**src/rtl/furv_dbus_bridge.sv**
```systemverilog
// furv data-port to Wishbone-classic master bridge: registers the core request, returns data and a one-cycle ack.
// Optional bus timeout is enabled by defining FURV_DBUS_TIMEOUT_EN.
module furv_dbus_bridge #(
   parameter int unsigned TIMEOUT_CYCLES = 255,
   parameter logic [31:0] ERR_RDATA      = 32'h0000_0000
) (
   input  logic        clk,
   input  logic        rst_n,
   input  logic        core_mem,
   input  logic        core_we,
   input  logic [29:0] core_addr,
   input  logic [3:0]  core_sel,
   input  logic [31:0] core_wdata,
   output logic [31:0] core_rdata,
   output logic        core_ack,
   output logic        wb_cyc,
   output logic        wb_stb,
   output logic        wb_we,
   output logic [29:0] wb_adr,
   output logic [3:0]  wb_sel,
   output logic [31:0] wb_dat_o,
   input  logic [31:0] wb_dat_i,
   input  logic        wb_ack,
   input  logic        wb_err,
   output logic        bus_error,
   input  logic        err_clr
);

   typedef enum logic [1:0] {
      IDLE = 2'd0,
      BUS  = 2'd1,
      DONE = 2'd2
   } state_t;

   state_t      state_q, state_d;
   logic        cyc_q, cyc_d;
   logic        we_q, we_d;
   logic [29:0] adr_q, adr_d;
   logic [3:0]  sel_q, sel_d;
   logic [31:0] dat_q, dat_d;
   logic [31:0] rdata_q, rdata_d;
   logic        ack_q, ack_d;
   logic        berr_q, berr_d;
   logic        expired;

`ifdef FURV_DBUS_TIMEOUT_EN
   localparam int unsigned CW = $clog2(TIMEOUT_CYCLES + 1);
   // Expiry is flagged on the last permitted BUS cycle so wb_cyc is high exactly TIMEOUT_CYCLES cycles.
   localparam logic [CW-1:0] CNT_LAST = CW'(TIMEOUT_CYCLES - 1);

   logic [CW-1:0] cnt_q, cnt_d;

   always_ff @(posedge clk or negedge rst_n) begin
      if (!rst_n) begin
         cnt_q <= '0;
      end else begin
         cnt_q <= cnt_d;
      end
   end

   always_comb begin
      cnt_d = cnt_q;
      if (state_q == IDLE && core_mem) begin
         cnt_d = '0;
      end else if (state_q == BUS && !wb_ack && !wb_err && !expired) begin
         cnt_d = cnt_q + CW'(1);
      end
   end

   assign expired = (state_q == BUS) && (cnt_q == CNT_LAST);
`else
   assign expired = 1'b0;
`endif

   always_ff @(posedge clk or negedge rst_n) begin
      if (!rst_n) begin
         state_q <= IDLE;
         cyc_q   <= 1'b0;
         we_q    <= 1'b0;
         adr_q   <= '0;
         sel_q   <= '0;
         dat_q   <= '0;
         rdata_q <= '0;
         ack_q   <= 1'b0;
         berr_q  <= 1'b0;
      end else begin
         state_q <= state_d;
         cyc_q   <= cyc_d;
         we_q    <= we_d;
         adr_q   <= adr_d;
         sel_q   <= sel_d;
         dat_q   <= dat_d;
         rdata_q <= rdata_d;
         ack_q   <= ack_d;
         berr_q  <= berr_d;
      end
   end

   always_comb begin
      state_d = state_q;
      cyc_d   = cyc_q;
      we_d    = we_q;
      adr_d   = adr_q;
      sel_d   = sel_q;
      dat_d   = dat_q;
      rdata_d = rdata_q;
      ack_d   = 1'b0;
      // A termination in the same cycle as err_clr overrides the clear below.
      berr_d  = err_clr ? 1'b0 : berr_q;

      unique case (state_q)
         IDLE: begin
            if (core_mem) begin
               we_d    = core_we;
               adr_d   = core_addr;
               sel_d   = core_sel;
               dat_d   = core_wdata;
               cyc_d   = 1'b1;
               state_d = BUS;
            end
         end
         BUS: begin
            if (wb_err || (expired && !wb_ack)) begin
               cyc_d   = 1'b0;
               berr_d  = 1'b1;
               ack_d   = 1'b1;
               state_d = DONE;
               if (!we_q) begin
                  rdata_d = ERR_RDATA;
               end
            end else if (wb_ack) begin
               cyc_d   = 1'b0;
               ack_d   = 1'b1;
               state_d = DONE;
               if (!we_q) begin
                  rdata_d = wb_dat_i;
               end
            end
         end
         DONE: begin
            state_d = IDLE;
         end
         default: begin
            state_d = IDLE;
            cyc_d   = 1'b0;
         end
      endcase
   end

   assign wb_cyc     = cyc_q;
   assign wb_stb     = cyc_q;
   assign wb_we      = we_q;
   assign wb_adr     = adr_q;
   assign wb_sel     = sel_q;
   assign wb_dat_o   = dat_q;
   assign core_rdata = rdata_q;
   assign core_ack   = ack_q;
   assign bus_error  = berr_q;

endmodule
```
**config.mk**
```make
export PLATFORM = sky130hd
export DESIGN_NAME = furv_dbus_bridge
export DESIGN_NICKNAME = d
export VERILOG_FILES = /design/src/rtl/furv_dbus_bridge.sv
export SDC_FILE = /design/constraint.sdc
export NUM_CORES = 1
export LEC_CHECK = 0
export ABC_CLOCK_PERIOD_IN_PS = 2300
export CAP_MARGIN = 20
export CORE_ASPECT_RATIO = 1.4
export CORE_MARGIN = 2
export CORE_UTILIZATION = 35
export CTS_CLUSTER_DIAMETER = 60
export DETAILED_ROUTE_END_ITERATION = 6
export DONT_BUFFER_PORTS = 1
export HOLD_SLACK_MARGIN = 0.02
export PLACE_DENSITY = 0.55
export SLEW_MARGIN = 20
export SYNTH_ARGS = -nofsm -noshare
export SYNTH_HDL_FRONTEND = slang
export SYNTH_SLANG_ARGS = --single-unit
```
**constraint.sdc**
```tcl
create_clock -name clk -period 2.3 [get_ports clk]
set_clock_uncertainty 0.15 [all_clocks]
set_input_delay 0.115 -clock clk [delete_from_list [all_inputs] [get_ports clk]]
set_output_delay 0.115 -clock clk [all_outputs]
set_load 0.05 [all_outputs]
```
==> results.sh, run 1 <==
export IMPL_port_buffers=0
export IMPL_initial_core_util=0.3605
export IMPL_synth_top_cells_by_area="dfrtp_1 (63%), mux2_2 (27%), nor2b_1 (4.9%)"
export IMPL_synth_most_common_cell="dfrtp_1"
export IMPL_post_place_cells=399
export IMPL_cts_made_buffers=9
export IMPL_die_h_um=132.2
export IMPL_syn_nets=369
export IMPL_synth_top_cell_area_share=0.6336
export IMPL_syn_cell_area_um2=4108
export IMPL_avgSynthCellArea_um2=15.56
export IMPL_yosys_register_bits=104
export IMPL_ios=208
export IMPL_synth_edf_count=0
export IMPL_cts_hold_buffers=101
export IMPL_failing_step="clock tree synthesis (4_1_cts)"
export IMPL_synth_cell_types=18
export IMPL_cts_resized=0
export IMPL_die_w_um=95.56
export IMPL_clockRootBuffer="clkbuf_16"
export IMPL_yosys_top_cells_count="dfrtp_1 (104), mux2_2 (97), nor2b_1 (32), buf_4 (5), nor2_1 (4)"
export IMPL_yosysSeqAreaShare=0.6336
export IMPL_htreeDepth=3
export IMPL_cts_setup_buffers=0
export IMPL_netlist_instances=264
export IMPL_outcome="did not finish"
export IMPL_synth_top_area_cell="dfrtp_1"
export IMPL_synthArstFlopShare=1.000
export IMPL_hpwlAfterDp_um=5657
export IMPL_cts_max_path_buffers=2
export IMPL_yosysWarnings=0
export IMPL_error_message="[ERROR RSZ-0060] Max buffer count reached."
export IMPL_clock_sinks=104
export IMPL_placementRows=46
export IMPL_synth_ff_type="dfrtp_1"
export IMPL_place_congestion=0.6664
[cell families after synthesis]
logic type             synth area share
AO/OA/AOI/OAI                  0.003958
multiplexers                     0.2738
AND/OR/NAND/NOR                 0.06214
buffers and inverters           0.02650
flip-flops                       0.6336
[per-stage QoR]
stage / worst slack [ps] / hold WS [ps] / cell area [um^2]
2_1_floorplan: 587.2 / -330.6 / 4108
3_3_place_gp: 580.4 / -328.6 / 4259
3_5_place_dp: 523.9 / -328.8 / 4259
==> run 2, diff against run 1 <==
- CORE_ASPECT_RATIO: 1.4 -> not set
- CORE_UTILIZATION: 35 -> 20
- CTS_CLUSTER_DIAMETER: 60 -> not set
- HOLD_SLACK_MARGIN: 0.02 -> not set
- PLACE_DENSITY: 0.55 -> not set
- PLACE_DENSITY_LB_ADDON: not set -> 0.15
==> results.sh, run 2 <==
export IMPL_outcome="finished with violations"
export IMPL_violations="negative hold slack"
export IMPL_drt_iter0_markers=67
export IMPL_setup_viol=0
export IMPL_whs_ps=-702.2
export IMPL_synth_edf_count=0
export IMPL_drt_antenna_violating_nets=0
export IMPL_cp_cell_sequence="nand2b_1, nor3_4, buf_12, mux2_2"
export IMPL_htreeDepth=3
export IMPL_rsz0062_at_grt="false"
export IMPL_viasPerCell=3.844
export IMPL_yosysWarnings=0
export IMPL_cts_made_buffers=9
export IMPL_fin_tns_setup_ps=0
export IMPL_dp_slack_ps=460.6
export IMPL_cp_start_kind="flip-flop"
export IMPL_layout_commonest_cell="dlygate4sd3_1"
export IMPL_grt_pass1_wl_um=15570
export IMPL_reg2regPathDepth=4
export IMPL_drive_above_1_share=0.3210
export IMPL_cts_max_path_buffers=2
export IMPL_syn_cell_area_um2=4108
export IMPL_synth_top_cells_by_area="dfrtp_1 (63%), mux2_2 (27%), nor2b_1 (4.9%)"
export IMPL_grt_max_degree=105
export IMPL_n_fill_cell=2052
export IMPL_vias=2491
export IMPL_synth_most_common_cell="dfrtp_1"
export IMPL_grt_util_met1=0.1085
export IMPL_layout_nets=477
export IMPL_netlist_instances=264
export IMPL_hold_viol=104
export IMPL_leakage_nw=2.403
export IMPL_avgSynthCellArea_um2=15.56
export IMPL_end_kind="flip-flop"
export IMPL_slowest_delay_ps=430
export IMPL_slowest_stage="dfrtp_1"
export IMPL_criticalPathCategory="reg -> reg"
export IMPL_yosysSeqAreaShare=0.6336
export IMPL_drv_cap=0
export IMPL_synth_top_area_cell="dfrtp_1"
export IMPL_slew_violations=0
export IMPL_die_h_um=147.3
export IMPL_cts_hold_buffers=106
export IMPL_r2r_slack_ps=480
export IMPL_fin_crit_ps=1824
export IMPL_grt_util_met3=0.04814
export IMPL_synthToLayoutAreaGrowth_pct=41.61
export IMPL_initial_core_util=0.2037
export IMPL_instances_no_fill=648
export IMPL_route_detailed_drc=0
export IMPL_p_per_area_nw_per_um2=1392
export IMPL_final_cell_mix="dlygate4sd3_1 (105), dfrtp_1 (104), mux2_2 (97), nor2b_1 (32), clkbuf_16 (9)"
export IMPL_die_area_um2=21700
export IMPL_synth_top_cell_area_share=0.6336
export IMPL_cts_tree="yes"
export IMPL_grt_pass1_vias=2827
export IMPL_port_buffers=0
export IMPL_wirelength_um=9910
export IMPL_hold_class="in -> async"
export IMPL_die_w_um=147.3
export IMPL_r2r_start="state_q[1]"
export IMPL_grt_total_usage=0.09390
export IMPL_hpwlAfterDp_um=6156
export IMPL_clk_pin_slew_ps=80
export IMPL_seq_area_um2=2603
export IMPL_fin_crit_sh=0.7930
export IMPL_cts_resized=0
export IMPL_antenna_found_initial=1
export IMPL_synthArstFlopShare=1.000
export IMPL_vdd_ir_drop_max_uv=477.0
export IMPL_clockRootBuffer="clkbuf_16"
export IMPL_fmax_mhz=548.3
export IMPL_post_place_cells=525
export IMPL_rr_endpoint="core_rdata[21]"
export IMPL_wl_per_cell_um=15.29
export IMPL_clock_sinks=104
export IMPL_use_met2=0.1479
export IMPL_syn_nets=369
export IMPL_placementRows=52
export IMPL_required_ps=2380
export IMPL_setup_ws_ps=476.0
export IMPL_grt_busiest_layer="met2"
export IMPL_firstDrtPassIters=4
export IMPL_cts_setup_buffers=0
export IMPL_synth_cell_types=18
export IMPL_multi_input_area_um2=1403
export IMPL_place_congestion=0.6375
export IMPL_relSlewSlack=0.5806
export IMPL_critPathMaxFanout=32
export IMPL_cp_arrival_ps=1900
export IMPL_synth_ff_type="dfrtp_1"
export IMPL_grt_overflow=0
export IMPL_yosys_top_cells_count="dfrtp_1 (104), mux2_2 (97), nor2b_1 (32), buf_4 (5), nor2_1 (4)"
export IMPL_core_area_um2=20170
export IMPL_worst_slew_pin_slew_ps=629.2
export IMPL_clk_latency_ps=350
export IMPL_ios=208
export IMPL_yosys_register_bits=104
-- run 2: cell counts after synthesis --
Identical to the previous run, type by type.
-- run 2: how the worst max path moves through the flow --
stage                           endpoint  startpoint  slack, ps  depth (start not counted)
final                     core_rdata[21]  state_q[1]        480                          4
after global routing      core_rdata[31]  state_q[1]        370                          4
after CTS                 core_rdata[18]  state_q[1]        440                          4
after detailed placement   core_rdata[8]  state_q[1]        460                          4
after global placement    core_rdata[23]  state_q[1]        480                          4
after floorplan           core_rdata[10]       wb_we        590                          3
-- run 2: kinds of logic (layout without fill, tap and decap cells) --
| kind of cell | after synthesis | in the layout | synth area share |
|---|---|---|---|
| simple gates | 40 | 40 | 0.06214 |
| flops | 104 | 104 | 0.6336 |
| compound gates | 3 | 3 | 0.003958 |
| buf+inv | 17 | 130 | 0.02650 |
| mux | 100 | 100 | 0.2738 |
| other cells | 0 | 1 | 0 |
-- run 2: critical path, delay by kind of cell (launching register included) --
kind                   cells  cell delay (ps)
and+or+nand+nor            2              510
DFF                        1              430
muxes                      1              360
buffers and inverters      1              240
-- run 2: final cells by class --
cell class / count / area share
Antenna cell: 1 / 0.0004302
Clock buffer: 9 / 0.03872
Clock inverter: 7 / 0.01742
Inverter: 3 / 0.001936
Multi-Input combinational cell: 143 / 0.2411
Sequential cell: 104 / 0.4474
Tap cell: 270 / 0.05808
Timing Repair Buffer: 111 / 0.1949
-- run 2: metal layers --
| layer | wire (um) | share of wire | vias to the layer above |
|---|---|---|---|
| met2 | 4637 | 0.47 | 132 |
| met3 | 969 | 0.098 | 14 |
| met1 | 4096 | 0.41 | 1224 |
| li1 | - | - | 1121 |
| met5 | 0 | 0 | - |
| met4 | 206 | 0.021 | 0 |
-- run 2: report_power, final --
part           switching [W]  internal [W]
combinational       0.000357      0.000722
clock               0.000736      0.000967
sequential           0.00287       0.00245
-- run 2: per-stage QoR --
stage | hold slack [ps] | total power [W] | area [um^2] | utilization
after global placement | -327.6 | 0.006296 | 4417 | 0.2190
after floorplan | -330.6 | 0.006013 | 4108 | -
after detailed placement | -328.0 | 0.006315 | 4417 | 0.2190
after global routing | -736.6 | 0.008472 | 5817 | 0.2884
final | -702.2 | 0.008098 | 5817 | 0.2884
after CTS | -723.3 | 0.008234 | 5814 | 0.2883
Power figures use the tool's default switching activity.
==> run 3, diff against run 2 <==
- ABC_CLOCK_PERIOD_IN_PS: 2300 -> 1630
- clock period: 2.3 -> 1.63 ns (I/O delays scaled with it)
==> results.sh, run 3 (synthesis gave the netlist of run 2 again) <==
export IMPL_viasPerCell=3.868
export IMPL_place_congestion=0.7228
export IMPL_dr_wl_met2_um=6154
export IMPL_fin_crit_ps=1678
export IMPL_grt_overflow=0
export IMPL_ios=208
export IMPL_htreeDepth=3
export IMPL_worst_slew_pin_slew_ps=500.0
export IMPL_outcome="finished with violations"
export IMPL_wirelength_um=11610
export IMPL_required_ps=1710
export IMPL_clk_latency_ps=340
export IMPL_port_buffers=0
export IMPL_drt_antenna_violating_nets=0
export IMPL_die_area_um2=21700
export IMPL_leakage_nw=3.147
export IMPL_p_per_area_nw_per_um2=1906
export IMPL_criticalPathCategory="reg -> reg"
export IMPL_clockRootBuffer="clkbuf_16"
export IMPL_grt_max_degree=105
export IMPL_cp_arrival_ps=1760
export IMPL_synthToLayoutAreaGrowth_pct=69.54
export IMPL_grt_total_usage=0.09847
export IMPL_fin_tns_setup_ps=-1708
export IMPL_grt_pass1_wl_um=16700
export IMPL_hold_class="in -> async"
export IMPL_finalPower_w=0.01328
export IMPL_stdcell_area_um2=6964
export IMPL_firstDrtPassIters=4
export IMPL_n_fill_cell=1987
export IMPL_fmax_mhz=596.0
export IMPL_clock_sinks=104
export IMPL_antenna_found_initial=0
export IMPL_placementRows=52
export IMPL_grt_pass1_vias=3230
export IMPL_setup_ws_ps=-47.77
export IMPL_top_layer="met4"
export IMPL_cp_start_kind="flip-flop"
export IMPL_seq_area_um2=2605
export IMPL_met1Wirelength_um=4653
export IMPL_vdd_ir_drop_max_uv=717.5
export IMPL_cts_tree="yes"
export IMPL_multi_input_area_um2=1500
export IMPL_die_w_um=147.3
export IMPL_die_h_um=147.3
export IMPL_layout_nets=595
export IMPL_fin_crit_sh=1.029
export IMPL_whs_ps=-722.7
export IMPL_rsz0062_at_grt="true"
export IMPL_placed_area_um2=5259
export IMPL_setup_viol=79
export IMPL_drv_cap=0
export IMPL_wl_per_cell_um=15.18
export IMPL_vias=2959
export IMPL_clk_pin_slew_ps=70
export IMPL_slew_violations=0
export IMPL_drt_iter0_markers=73
export IMPL_violations="negative hold slack, negative setup slack"
export IMPL_cts_made_buffers=9
export IMPL_hpwlAfterDp_um=7063
export IMPL_initial_core_util=0.2037
export IMPL_final_cell_mix="dlygate4sd3_1 (106), buf_4 (106), dfrtp_1 (102), mux2_2 (73), nor2b_1 (32)"
export IMPL_relSlewSlack=0.6669
export IMPL_cts_max_path_buffers=2
export IMPL_core_area_um2=20170
export IMPL_end_kind="flip-flop"
export IMPL_route_met3_wl_um=648
export IMPL_hold_viol=104
export IMPL_drive_above_1_share=0.4828
export IMPL_route_detailed_drc=0
export IMPL_critPathMaxFanout=16
export IMPL_antenna_diode_count=0
[run 3: cell types whose count changed in the layout (fill, tap and decap cells not counted), moves of 2 or more]
cell,delta
buf_6,+3
mux2_4,+24
dlymetal6s4s_1,+2
buf_12,+4
dfrtp_1,-2
mux2_2,-24
clkbuf_16,+5
buf_4,+103
dfrtp_2,+2
[run 3: repair_timing]
item / 4_1_cts / 5_1_grt
setup endpoints to repair: 65 / 95
endpoints found under the hold margin: 208 / 105
buffers inserted: 0 / 2
gates cloned: 0 / 6
resized for setup: 1 / 30
hold buffers: 108 / 1
[run 3: path summary, 6_finish.rpt]
path | from | to | slack, ps | cells after the start
setup / recovery | state_q[1] | core_rdata[2] | -50 | 5
hold / removal | rst_n | wb_dat_o[27] | -720 | 0
setup reg to reg | state_q[1] | core_rdata[2] | -50 | 5
hold reg to reg | core_rdata[5] | core_rdata[5] | 360 | 1
max in group asynchronous | rst_n | wb_adr[19] | 1910 | 0
min in group clk | core_mem | wb_adr[16] | 130 | 3
[run 3: per-stage QoR]
step	setup slack, ps	std cells	hold WS, ps	util
after global placement	-37.03	632	-361.5	0.2607
after global routing	-111.9	765	-753.9	0.3453
after CTS	-57.46	756	-749.8	0.3312
final	-47.77	765	-722.7	0.3453
after floorplan	10.67	264	-364.1	-
after detailed placement	-40.43	632	-362.7	0.2607
[run 3: routing by layer]
metal / up-vias / global-route usage
met5: - / 0
met4: 0 / 0.03750
met3: 11 / 0.03199
met2: 109 / 0.1794
met1: 1488 / 0.1058
li1: 1351 / -
[run 3: where the power goes]
group	internal [W]	leakage [nW]	total [W]	switching, W
logic	0.00245	1.73	0.00679	0.00434
clock network	0.00140	0.159	0.00242	0.00102
registers	0.00352	1.25	0.00406	0.000540
[run 3: final cells by class]
type / instances / share of cell area
Sequential cell: 104 / 0.3741
Timing Repair Buffer: 229 / 0.3132
Multi-Input combinational cell: 143 / 0.2154
Tap cell: 270 / 0.04851
Clock buffer: 10 / 0.03432
Clock inverter: 6 / 0.01294
Inverter: 3 / 0.001617
[run 3: critical path, cell delays in order (launching register included)]
cell       delay (ps)
dfrtp_1           390
nand2b_1          190
nor3_4            170
buf_12            150
clkbuf_16         180
mux2_2            340
==> run 4, diff against run 3 <==
- CORE_ASPECT_RATIO: not set -> 0.6
==> results.sh, run 4 (synthesis gave the netlist of run 2 again) <==
export IMPL_hold_viol=104
export IMPL_drt_iter0_markers=80
export IMPL_seq_area_um2=2604
export IMPL_grt_total_usage=0.1013
export IMPL_critPathMaxFanout=17
export IMPL_end_kind="flip-flop"
export IMPL_place_congestion=0.6849
export IMPL_startpoint="state_q[0]"
export IMPL_criticalPathCategory="reg -> reg"
export IMPL_critPathMostFrequentCell="buf_12"
export IMPL_placementRows=40
export IMPL_cp_cell_sequence="nor3b_4, buf_12, buf_12, mux2_2"
export IMPL_worst_slew_pin_slew_ps=460.1
export IMPL_firstDrtPassIters=4
export IMPL_grt_max_degree=105
export IMPL_clk_pin_slew_ps=70
export IMPL_cp_arrival_ps=1730
export IMPL_grt_pass1_wl_um=16930
export IMPL_placed_area_um2=5248
export IMPL_final_cell_mix="dlygate4sd3_1 (114), buf_4 (106), dfrtp_1 (103), mux2_4 (65)"
export IMPL_layout_commonest_cell="dlygate4sd3_1"
export IMPL_slowest_delay_ps=420
export IMPL_fin_crit_ps=1651
export IMPL_clockRootBuffer="clkbuf_16"
export IMPL_die_w_um=189.0
export IMPL_r2r_start="state_q[0]"
export IMPL_antenna_found_initial=0
export IMPL_wirelength_um=11870
export IMPL_fin_tns_setup_ps=-321.1
export IMPL_cts_max_path_buffers=2
export IMPL_rsz0062_at_grt="true"
export IMPL_cts_tree="yes"
export IMPL_cp_start_kind="flip-flop"
export IMPL_clk_latency_ps=350
export IMPL_vdd_ir_drop_max_uv=837.9
export IMPL_ios=208
export IMPL_port_buffers=0
export IMPL_required_ps=1710
export IMPL_htreeDepth=3
export IMPL_initial_core_util=0.2047
export IMPL_slew_violations=0
export IMPL_die_area_um2=21740
export IMPL_setup_ws_ps=-20.89
export IMPL_layout_nets=600
export IMPL_hold_class="in -> async"
export IMPL_drv_cap=0
export IMPL_clock_sinks=104
export IMPL_p_per_area_nw_per_um2=1869
export IMPL_fin_crit_sh=1.013
export IMPL_cts_made_buffers=9
export IMPL_antenna_diode_count=0
export IMPL_multi_input_area_um2=1654
export IMPL_grt_overflow=0
export IMPL_relSlewSlack=0.6935
export IMPL_viasPerCell=3.826
export IMPL_drive_above_1_share=0.4709
export IMPL_stdcell_area_um2=7136
export IMPL_outcome="finished with violations"
export IMPL_route_detailed_drc=0
export IMPL_die_h_um=115.0
export IMPL_vias=2954
export IMPL_utilization=0.3555
export IMPL_leakage_nw=3.257
export IMPL_drt_antenna_violating_nets=0
export IMPL_n_fill_cell=1964
export IMPL_wl_per_cell_um=15.38
export IMPL_setup_viol=36
export IMPL_violations="negative hold slack, negative setup slack"
export IMPL_fmax_mhz=605.7
export IMPL_grt_pass1_vias=3198
export IMPL_slowest_stage="dfrtp_1"
export IMPL_whs_ps=-727.7
export IMPL_synthToLayoutAreaGrowth_pct=73.71
export IMPL_core_area_um2=20070
export IMPL_hpwlAfterDp_um=6797
[run 4: changes by cell type in the layout (fill, tap and decap cells not counted), moves of 2 or more]
cell,before,now
buf_12,7,4
mux2_2,73,32
buf_16,0,3
inv_6,2,0
mux2_4,24,65
dlygate4sd3_1,106,114
dlymetal6s4s_1,2,0
[run 4: per-layer routing]
layer / track usage / vias to the layer above / part of all wire
met1: 0.1282 / 1467 / 0.47
met4: 0.03802 / 0 / 0.013
met5: 0 / - / 0
met3: 0.04518 / 9 / 0.076
met2: 0.1529 / 115 / 0.44
li1: - / 1363 / -
[run 4: metrics by stage]
| stage | hold WS [ps] | power, W | worst slack, ps | instances |
|---|---|---|---|---|
| after floorplan | -364.1 | 0.008485 | 10.67 | 264 |
| after global placement | -361.6 | 0.01038 | -11.68 | 633 |
| after detailed placement | -361.4 | 0.01041 | -32.57 | 633 |
| after CTS | -759.9 | 0.01294 | -30.93 | 765 |
| after global routing | -764.6 | 0.01395 | -93.34 | 772 |
| final | -727.7 | 0.01334 | -20.89 | 772 |
[run 4: final timing paths]
| kind | end | slack (ps) | cells after the start |
|---|---|---|---|
| min in group clk | core_rdata[26] | 30 | 3 |
| setup reg to reg | wb_dat_o[22] | -20 | 4 |
| hold / removal | wb_dat_o[29] | -730 | 0 |
| setup / recovery | wb_dat_o[22] | -20 | 4 |
| hold reg to reg | core_rdata[6] | 340 | 1 |
| max in group asynchronous | wb_adr[24] | 1920 | 0 |
[run 4: layout make-up]
type | instances | area share
Tap cell | 273 | 0.04787
Multi-Input combinational cell | 143 | 0.2318
Clock inverter | 5 | 0.008241
Sequential cell | 104 | 0.3649
Clock buffer | 10 | 0.03209
Timing Repair Buffer | 234 | 0.3135
Inverter | 3 | 0.001578
[run 4: repair_timing]
| action | in CTS | in global routing |
|---|---|---|
| gates cloned | 1 | 5 |
| gates resized for setup | 3 | 69 |
| endpoints found under the hold margin | 208 | 105 |
| setup endpoints to repair | 81 | 99 |
| hold buffers | 114 | 1 |
| setup buffers | 2 | 2 |
[run 4: critical path, delay by kind of cell, from the launching register on]
family	cells	cell delay [ps]
muxes	1	350
DFF	1	420
buffers and inverters	2	360
and+or+nand+nor	1	250
[run 4: report_power, final]
group	internal (W)	switching, W	leakage (nW)
Sequential	0.00352	0.000551	1.26
Clock	0.00118	0.000957	0.135
Combinational	0.00271	0.00441	1.87
